==> src/rtl/mac_frame_accumulator_if.sv <==
// Sample-pair input and frame-sum output bundle of the MAC frame accumulator.
// The master side feeds samples and receives sums; the accumulator is the slave.
interface mac_frame_accumulator_if #(
    parameter int DIN_WIDTH = 8,
    parameter int ACC_WIDTH = 19
);
    logic                 in_valid;
    logic                 in_last;
    logic [DIN_WIDTH-1:0] din_a;
    logic [DIN_WIDTH-1:0] din_b;
    logic [ACC_WIDTH-1:0] dout;
    logic [7:0]           dout_width;
    logic                 dout_valid;
    logic                 dout_ovf;
    logic                 dout_forced;

    modport master (
        output in_valid, in_last, din_a, din_b,
        input  dout, dout_width, dout_valid, dout_ovf, dout_forced
    );

    modport slave (
        input  in_valid, in_last, din_a, din_b,
        output dout, dout_width, dout_valid, dout_ovf, dout_forced
    );
endinterface

==> src/rtl/mac_frame_accumulator.sv <==
// Three-stage multiply-accumulate over in_last/MAX_LEN delimited frames with
// saturating sum, sticky overflow and effective-width reporting per frame.
module mac_frame_accumulator #(
    parameter int DIN_WIDTH = 8,
    parameter int ACC_WIDTH = 19,
    parameter int MAX_LEN   = 8,
    parameter int IS_SIGNED = 1
) (
    input  logic                      clk,
    input  logic                      rst,
    mac_frame_accumulator_if.slave    bus
);
    localparam int PW = 2 * DIN_WIDTH;
    localparam int CW = (MAX_LEN > 1) ? $clog2(MAX_LEN) : 1;
    localparam int NW = $clog2(MAX_LEN + 1);
    localparam int AW = ACC_WIDTH;

    logic [CW-1:0]        cnt;
    logic                 at_max;
    logic                 frame_end;

    logic                 s1_valid, s1_end, s1_forced, s1_first;
    logic [DIN_WIDTH-1:0] s1_a, s1_b;
    logic [NW-1:0]        s1_n;

    logic                 s2_valid, s2_end, s2_forced, s2_first;
    logic [PW-1:0]        s2_prod;
    logic [NW-1:0]        s2_n;

    logic [AW-1:0]        acc;
    logic                 ovf_sticky;

    logic [PW-1:0]        ext_a, ext_b, prod_c;
    logic [AW:0]          prod_ext, acc_base, acc_sum;
    logic [AW-1:0]        acc_sat;
    logic                 ovf_now, ovf_new;
    logic [7:0]           width_c, width_sum;

    // ceil(log2(n)) for n >= 1: position of the highest set bit of n-1, plus one
    function automatic logic [7:0] clog2_n(input logic [NW-1:0] n);
        logic [NW-1:0] m;
        logic [7:0]    r;
        m = n - NW'(1);
        r = '0;
        for (int i = 0; i < NW; i++) begin
            if (m[i]) r = 8'(i + 1);
        end
        return r;
    endfunction

    assign at_max    = (cnt == CW'(MAX_LEN - 1));
    assign frame_end = bus.in_last | at_max;

    always_comb begin
        if (IS_SIGNED != 0) begin
            ext_a = {{DIN_WIDTH{s1_a[DIN_WIDTH-1]}}, s1_a};
            ext_b = {{DIN_WIDTH{s1_b[DIN_WIDTH-1]}}, s1_b};
        end else begin
            ext_a = {{DIN_WIDTH{1'b0}}, s1_a};
            ext_b = {{DIN_WIDTH{1'b0}}, s1_b};
        end
        prod_c = ext_a * ext_b;
    end

    always_comb begin
        if (IS_SIGNED != 0) prod_ext = {{(AW + 1 - PW){s2_prod[PW-1]}}, s2_prod};
        else                prod_ext = {{(AW + 1 - PW){1'b0}}, s2_prod};

        acc_base = s2_first ? '0 : {((IS_SIGNED != 0) && acc[AW-1]), acc};
        acc_sum  = acc_base + prod_ext;

        // The accumulator is one bit wider than the output, so any single step
        // out of range shows up in the top two bits and can be clamped exactly.
        ovf_now = 1'b0;
        acc_sat = acc_sum[AW-1:0];
        if (IS_SIGNED != 0) begin
            if (acc_sum[AW] != acc_sum[AW-1]) begin
                ovf_now = 1'b1;
                acc_sat = acc_sum[AW] ? {1'b1, {(AW - 1){1'b0}}} : {1'b0, {(AW - 1){1'b1}}};
            end
        end else if (acc_sum[AW]) begin
            ovf_now = 1'b1;
            acc_sat = '1;
        end
        ovf_new = ovf_now | (~s2_first & ovf_sticky);

        width_sum = 8'(PW) + clog2_n(s2_n);
        width_c   = (width_sum > 8'(AW)) ? 8'(AW) : width_sum;
    end

    always_ff @(posedge clk) begin
        if (rst) begin
            cnt             <= '0;
            s1_valid        <= 1'b0;
            s1_end          <= 1'b0;
            s1_forced       <= 1'b0;
            s1_first        <= 1'b0;
            s1_a            <= '0;
            s1_b            <= '0;
            s1_n            <= '0;
            s2_valid        <= 1'b0;
            s2_end          <= 1'b0;
            s2_forced       <= 1'b0;
            s2_first        <= 1'b0;
            s2_prod         <= '0;
            s2_n            <= '0;
            acc             <= '0;
            ovf_sticky      <= 1'b0;
            bus.dout        <= '0;
            bus.dout_width  <= '0;
            bus.dout_valid  <= 1'b0;
            bus.dout_ovf    <= 1'b0;
            bus.dout_forced <= 1'b0;
        end else begin
            s1_valid <= bus.in_valid;
            if (bus.in_valid) begin
                s1_a      <= bus.din_a;
                s1_b      <= bus.din_b;
                s1_end    <= frame_end;
                s1_forced <= at_max & ~bus.in_last;
                s1_first  <= (cnt == '0);
                s1_n      <= NW'(cnt) + NW'(1);
                cnt       <= frame_end ? '0 : cnt + CW'(1);
            end

            s2_valid  <= s1_valid;
            s2_end    <= s1_end;
            s2_forced <= s1_forced;
            s2_first  <= s1_first;
            s2_prod   <= prod_c;
            s2_n      <= s1_n;

            bus.dout_valid <= s2_valid & s2_end;
            if (s2_valid) begin
                acc        <= acc_sat;
                ovf_sticky <= ovf_new;
                if (s2_end) begin
                    bus.dout        <= acc_sat;
                    bus.dout_width  <= width_c;
                    bus.dout_ovf    <= ovf_new;
                    bus.dout_forced <= s2_forced;
                end
            end
        end
    end
endmodule

==> src/flat_wrapper.sv <==
// flat-port wrapper written by rule: the top's interface ports become plain ports
module mac_frame_accumulator_flat 
#(
    parameter int DIN_WIDTH = 8,
    parameter int ACC_WIDTH = 19,
    parameter int MAX_LEN   = 8,
    parameter int IS_SIGNED = 1
)
  (clk, rst, bus_in_valid, bus_in_last, bus_din_a, bus_din_b, bus_dout, bus_dout_width, bus_dout_valid, bus_dout_ovf, bus_dout_forced);
  mac_frame_accumulator_if #(.DIN_WIDTH(DIN_WIDTH), .ACC_WIDTH(ACC_WIDTH)) bus_i ();
  input  logic clk;
  input  logic rst;
  input wire logic [$bits(bus_i.in_valid)-1:0] bus_in_valid;
  input wire logic [$bits(bus_i.in_last)-1:0] bus_in_last;
  input wire logic [$bits(bus_i.din_a)-1:0] bus_din_a;
  input wire logic [$bits(bus_i.din_b)-1:0] bus_din_b;
  output wire logic [$bits(bus_i.dout)-1:0] bus_dout;
  output wire logic [$bits(bus_i.dout_width)-1:0] bus_dout_width;
  output wire logic [$bits(bus_i.dout_valid)-1:0] bus_dout_valid;
  output wire logic [$bits(bus_i.dout_ovf)-1:0] bus_dout_ovf;
  output wire logic [$bits(bus_i.dout_forced)-1:0] bus_dout_forced;
  assign bus_i.in_valid = bus_in_valid;
  assign bus_i.in_last = bus_in_last;
  assign bus_i.din_a = bus_din_a;
  assign bus_i.din_b = bus_din_b;
  assign bus_dout = bus_i.dout;
  assign bus_dout_width = bus_i.dout_width;
  assign bus_dout_valid = bus_i.dout_valid;
  assign bus_dout_ovf = bus_i.dout_ovf;
  assign bus_dout_forced = bus_i.dout_forced;
  mac_frame_accumulator #(.DIN_WIDTH(DIN_WIDTH), .ACC_WIDTH(ACC_WIDTH), .MAX_LEN(MAX_LEN), .IS_SIGNED(IS_SIGNED)) u_core (.clk(clk), .rst(rst), .bus(bus_i));
endmodule
==> config.mk <==
export PLATFORM = sky130hd
export DESIGN_NAME = mac_frame_accumulator_flat
export DESIGN_NICKNAME = d
export VERILOG_FILES = /design/src/rtl/mac_frame_accumulator_if.sv /design/src/rtl/mac_frame_accumulator.sv /design/src/flat_wrapper.sv
export SDC_FILE = /design/constraint.sdc
export NUM_CORES = 1
export LEC_CHECK = 0
export ABC_AREA = 1
export CAP_MARGIN = 0
export CORE_MARGIN = 3
export CORE_UTILIZATION = 50
export CTS_BUF_LIST = sky130_fd_sc_hd__clkbuf_4
export CTS_CLUSTER_SIZE = 8
export DETAILED_ROUTE_END_ITERATION = 8
export PLACE_DENSITY_LB_ADDON = 0.25
export SYNTH_ARGS = -nofsm -noshare
export SYNTH_HDL_FRONTEND = slang
export SYNTH_SLANG_ARGS = --single-unit
==> constraint.sdc <==
create_clock -name clk -period 5.3 [get_ports clk]
set_input_delay 0.795 -clock clk [delete_from_list [all_inputs] [get_ports clk]]
set_output_delay 0.795 -clock clk [all_outputs]
set_load 0.005 [all_outputs]
# ---- Word level (Yosys, flattened, before mapping)
# Index checks and enable logic that the tools add are counted.
dict set report totals {
  register_bits 101
  latch_bits 0
  ram_bits 0
  rom_bits 0
  inputBits 20
  wordCells 49
  mem_count 0
}
dict set report op_classes {
  addsub 5
  multipliers 1
  n_div 0
  magnitude_cmp 1
  eq_ne 2
  n_shift 0
  mux 10
  bitwise_logic 7
  n_reduce_logical 2
}
# operator count
set ops {}
lappend ops {{two-way mux 19 bit} 2}
lappend ops {{adder 20 bit} 1}
lappend ops {{two-way mux 20 bit} 1}
lappend ops {{multiplier 8 x 8 -> 16 bit} 1}
lappend ops {{> comparator 8 x 5 -> 1 bit, second input constant} 1}
lappend ops {{two-way mux 8 bit} 1}
lappend ops {{adder 5 x 3 -> 6 bit, first input constant} 1}
lappend ops {{two-way mux 3 bit} 2}
lappend ops {{adder 3 x 1 -> 4 bit, second input constant} 1}
lappend ops {{two-way mux 2 bit} 2}
lappend ops {{subtractor 4 x 1 -> 4 bit, second input constant} 1}
lappend ops {{adder 3 x 1 -> 3 bit, second input constant} 1}
lappend ops {{bitwise AND 1 bit} 3}
lappend ops {{equality test 3 bit, second input constant} 1}
lappend ops {{zero test 3 bit} 1}
lappend ops {{two-way mux 1 bit} 2}
lappend ops {{NOT 1 bit} 2}
lappend ops {{OR 1 bit} 2}
lappend ops {{AND reduction 2 bit} 1}
lappend ops {{inequality test 1 bit} 1}

# ---- Logic depth before layout (Yosys ltp)
dict set report logic_depth {
  ltp_word 8
  depth_mapped 20
  depth_no_buf 19
}

# ---- Worst setup path after synthesis
# OpenSTA, ideal clock, no wires.
dict set report synth_path {
  path_kind {reg-to-reg}
  from {register u_core.s1_b[2]}
  to {register u_core.s2_prod[15]}
  arrival_ns 4.111
  t_required_ns 5.230
  setup_slack_ns 1.120
  stages_incl_launch_ff 20
  n_path_buf 1
  cell_sequence {dfxtp_1 > clkbuf_1 > nand2_1 > inv_1 > fa_1 > inv_1 > fa_1 > inv_1 > fa_1 > inv_1 > fa_1 > inv_1 > ha_1 > nand2_1 > inv_1 > nand3_1 > or2_2 > nand4_1 > o21ai_0 > a21oi_1}
}
dict set report synth_between {
  elab_chain_cells 1
}
# item line
set synth_lines {}
lappend synth_lines {{from (decl)} mac_frame_accumulator.sv:23} ;# logic [DIN_WIDTH-1:0] s1_a, s1_b;
lappend synth_lines {{from (signal assigned)} mac_frame_accumulator.sv:118} ;# s1_b <= bus.din_b;
lappend synth_lines {{multiplier 8 x 8 -> 16 bit} mac_frame_accumulator.sv:62} ;# prod_c = ext_a * ext_b;
lappend synth_lines {{to (signal assigned)} mac_frame_accumulator.sv:130} ;# s2_prod <= prod_c;
lappend synth_lines {{to (decl)} mac_frame_accumulator.sv:27} ;# logic [PW-1:0] s2_prod;
# No other way between the ends.
# A chain may end at the register's enable or synchronous reset.

# ---- Worst setup path after layout
dict set report layout_path {
  from {register u_core.s1_b[7]}
  to {register u_core.s2_prod[12]}
}
# The elaborated chain is that of the path after synthesis.

==> metrics <==
Post-Place Worst Slack=between 0.9 and 1 ns; DRT Pass-1 Iters=5; Synth Area in Compound Gates=0.0885; CP Cell Sequence=inv_1, or2_2, fa_1, fa_1, fa_1, fa_1, inv_1, ha_1, nand2_1, o21ai_0, a21oi_1, o21bai_1, o21ai_0, a21oi_1; largest net degree at the start of global routing=55; placed insts=1235; Crit path top cell by count=fa_1; number of flops mapped to enable cells by yosys=0; number of global-route vias before repair=5700; routed length per instance=about 12 µm; crit path DAT=between 4 and 5 ns; synthesized area=approximately 7600 µm²; crit start category=flip-flop; core region area=roughly 15000 µm²; final HPWL from detailed placement=roughly 12000 µm; number of buffers created by CTS=9; Overflow after GRT=0; Initial DRC Count=~300; Worst slew margin=0.266; kind of critical path=reg -> reg; setup violators final=0; Non-Filler Instances=roughly 1300; Yosys cell types=46; Clk Latency, worst-skew pair=between 0.4 and 0.5 ns; Slew Viols, Final=0; CTS root buffer=clkbuf_4; Hold WS=~0.41 ns; Die Area=16700 µm²; Fill cells=about 1400; Port-buffer cells=45; Final ANT Viol Nets=0; # H-tree levels=3; post-layout util=0.554; Sink Count=97; Syn Inst Count=around 1100; Final min period=4.39 ns; worst-margin pin slew=~1.1 ns; CP peak stage delay=around 0.54 ns; Final nets=1191; DRC violation count after routing=0; Worst EP required=between 5 and 6 ns; first-pass GRT wire length=25900 µm; synthesis warning total=0; final count of hold timing violations=0; crit-path max FO=8; # hold bufs at CTS=0; via count=6017; P_leak=0.00438 µW; die height=around 130 µm; asr flop ratio synth=0; outcome=completed; Hold Crit Class=reg -> reg; layout cells sized above 1=0.0497; CTS clk-pin slew, worst paths=0.16 ns; die width=129 µm; Max Freq=228 MHz; Slowest-stage cell, CP=fa_1; post-synthesis adder-cell area fraction=0.235; placer's final routability congestion estimate=0.887; Top Family by Delay on Critical Path=adder cells; total track usage=0.191; post-synthesis register bit count=97; number of diodes=0; endpoint type of the worst setup path=flip-flop; Final WS setup=a little over 0.9 ns; clock buffer depth=2; Main synth FF type=dfxtp_1; Fin Clk Skew=0.0122 ns; RSZ-0062 raised after global routing=false; Post-CTS Setup Inserts=0; TritonCTS clock tree=built; CP bufs+invs=2; area grow syn2layout=7.30%; sequential area share after synthesis=0.256; Pwr per Cell Area=approximately 240 nW/µm²; Fin Setup TNS=0 ns; Cell Rows=44; mux cell area share after synthesis=0; Final period util=0.829; Avg Inst Size Synth=~7.2 µm²; worst ir drop on vdd=between 150 and 200 µV; DR vias/cell=around 4.8; Top Ports=50; Simple-Gate Fraction of Synth Area=0.246; antenna violations before repair=0; Starting Density=0.516; Resized cells post-CTS=0; Synth Area in XOR/XNOR=0.0265; Max Cap Viol=0; largest family of logic cells by synthesized area=simple AND/OR/NAND/NOR gates; DRT Wirelength=15300 µm
-- worst register-to-register path: cells and delay by family, from the launching register on --
family          cells  cell delay (ns)
buf+inv             2             0.19
compound gates      5             0.93
flops               1             0.41
fa+ha+maj           5             2.40
simple gates        2             0.41
-- synthesized netlist by cell type (all sizes together) (5+ instances only) --
cell type | n | area (µm²)
inv | 226 | 848
nand2 | 222 | 937
nor2 | 130 | 498
dfxtp | 97 | 1940
a21oi | 63 | 330
fa | 56 | 1120
nand3 | 56 | 320
ha | 53 | 663
o21ai | 42 | 210
clkbuf | 33 | 131
buf | 14 | 116
xnor2 | 12 | 105
xor2 | 11 | 96.3
a21o | 5 | 37.5
-- where the power goes --
| group | internal, µW | switching (µW) | total, µW |
|---|---|---|---|
| combinational | 261 | 460 | 721 |
| clock | 105 | 273 | 378 |
| sequential | 779 | 44.7 | 823 |
| total | 1140 | 778 | 1920 |
-- cell families (layout without fill, tap and decap cells) --
group	Yosys count	count (layout)
AND/OR/NAND/NOR	423	423
XOR/XNOR	23	23
buffers and inverters	276	289
other	1	4
flip-flops	97	97
adder cells (fa/ha/maj)	109	109
AO/OA/AOI/OAI	122	122
-- cell usage in the layout, fill, tap and decap left out, types with 2 or more instances in the layout --
cell type,netlist,final
xnor2_1,12,12
nand3_1,51,51
inv_1,226,226
nor2_1,126,126
o21bai_1,4,4
a21o_1,5,5
nand3_4,2,2
or2_2,3,3
nand3_2,3,3
a21oi_1,61,61
nand2_4,9,9
nand2_1,204,204
a31oi_1,2,2
a32o_1,2,2
conb_1,1,4
ha_1,53,53
clkbuf_4,2,9
inv_8,0,2
xor2_1,11,11
dfxtp_1,97,97
nand2_2,8,8
inv_6,0,2
clkinvlp_4,0,2
o21ai_0,41,41
nor2_2,4,4
nor3_1,4,4
clkdlybuf4s50_1,0,44
nand4_1,3,3
fa_1,56,56
-- routing by layer --
layer	up-vias	wire length (µm)	share of wire	global-route usage
met5	-	0	0	0
met2	67	7330	0.48	0.323
met1	2769	7420	0.49	0.255
li1	3172	-	-	-
met4	0	159	0.010	0.0463
met3	9	376	0.025	0.0342
-- final cells by class --
type | count | area [µm²] | share of cell area
inverter | 227 | 852 | 0.105
sequential | 97 | 1940 | 0.238
timing repair buffer | 46 | 453 | 0.0556
clock inverter | 7 | 60.1 | 0.00737
multi-input combinational | 681 | 4540 | 0.557
clock buffer | 9 | 67.6 | 0.00829
tap | 184 | 230 | 0.0283
-- per-stage QoR --
| stage | area, µm² | total power (µW) |
|---|---|---|
| 2_1_floorplan | 7600 | 1440 |
| 3_3_place_gp | 8020 | 1560 |
| 3_5_place_dp | 8020 | 1570 |
| 4_1_cts | 8150 | 1950 |
| 5_1_grt | 8150 | 2090 |
| 6_report | 8150 | 1920 |
-- state kept, by name, indices dropped and copies added, names as in the netlist --
signal / cells
u_core.s1_a: 8
u_core.bus.dout_forced: 1
u_core.bus.dout_valid: 1
u_core.s2_forced: 1
u_core.s2_end: 1
u_core.s1_first: 1
u_core.s1_valid: 1
u_core.s2_first: 1
u_core.s1_end: 1
u_core.bus.dout_ovf: 1
u_core.bus.dout_width: 4
u_core.s1_n: 4
u_core.cnt: 3
u_core.bus.dout: 19
u_core.s1_forced: 1
u_core.s2_prod: 16
u_core.s1_b: 8
u_core.ovf_sticky: 1
u_core.s2_n: 4
u_core.acc: 19
u_core.s2_valid: 1
-- worst paths after layout --
check	start	endpoint	slack (ns)	cells past startpoint
max	u_core.s1_b[7]$_SDFFE_PP0P_	u_core.s2_prod[12]$_SDFF_PP0_	0.91	14
min	u_core.s1_valid$_SDFF_PP0_	u_core.s2_valid$_SDFF_PP0_	0.41	2
max reg2reg	u_core.s1_b[7]$_SDFFE_PP0P_	u_core.s2_prod[12]$_SDFF_PP0_	0.91	14
min reg2reg	u_core.s1_valid$_SDFF_PP0_	u_core.s2_valid$_SDFF_PP0_	0.41	2
No activity file was read; power rests on OpenSTA's default activity.
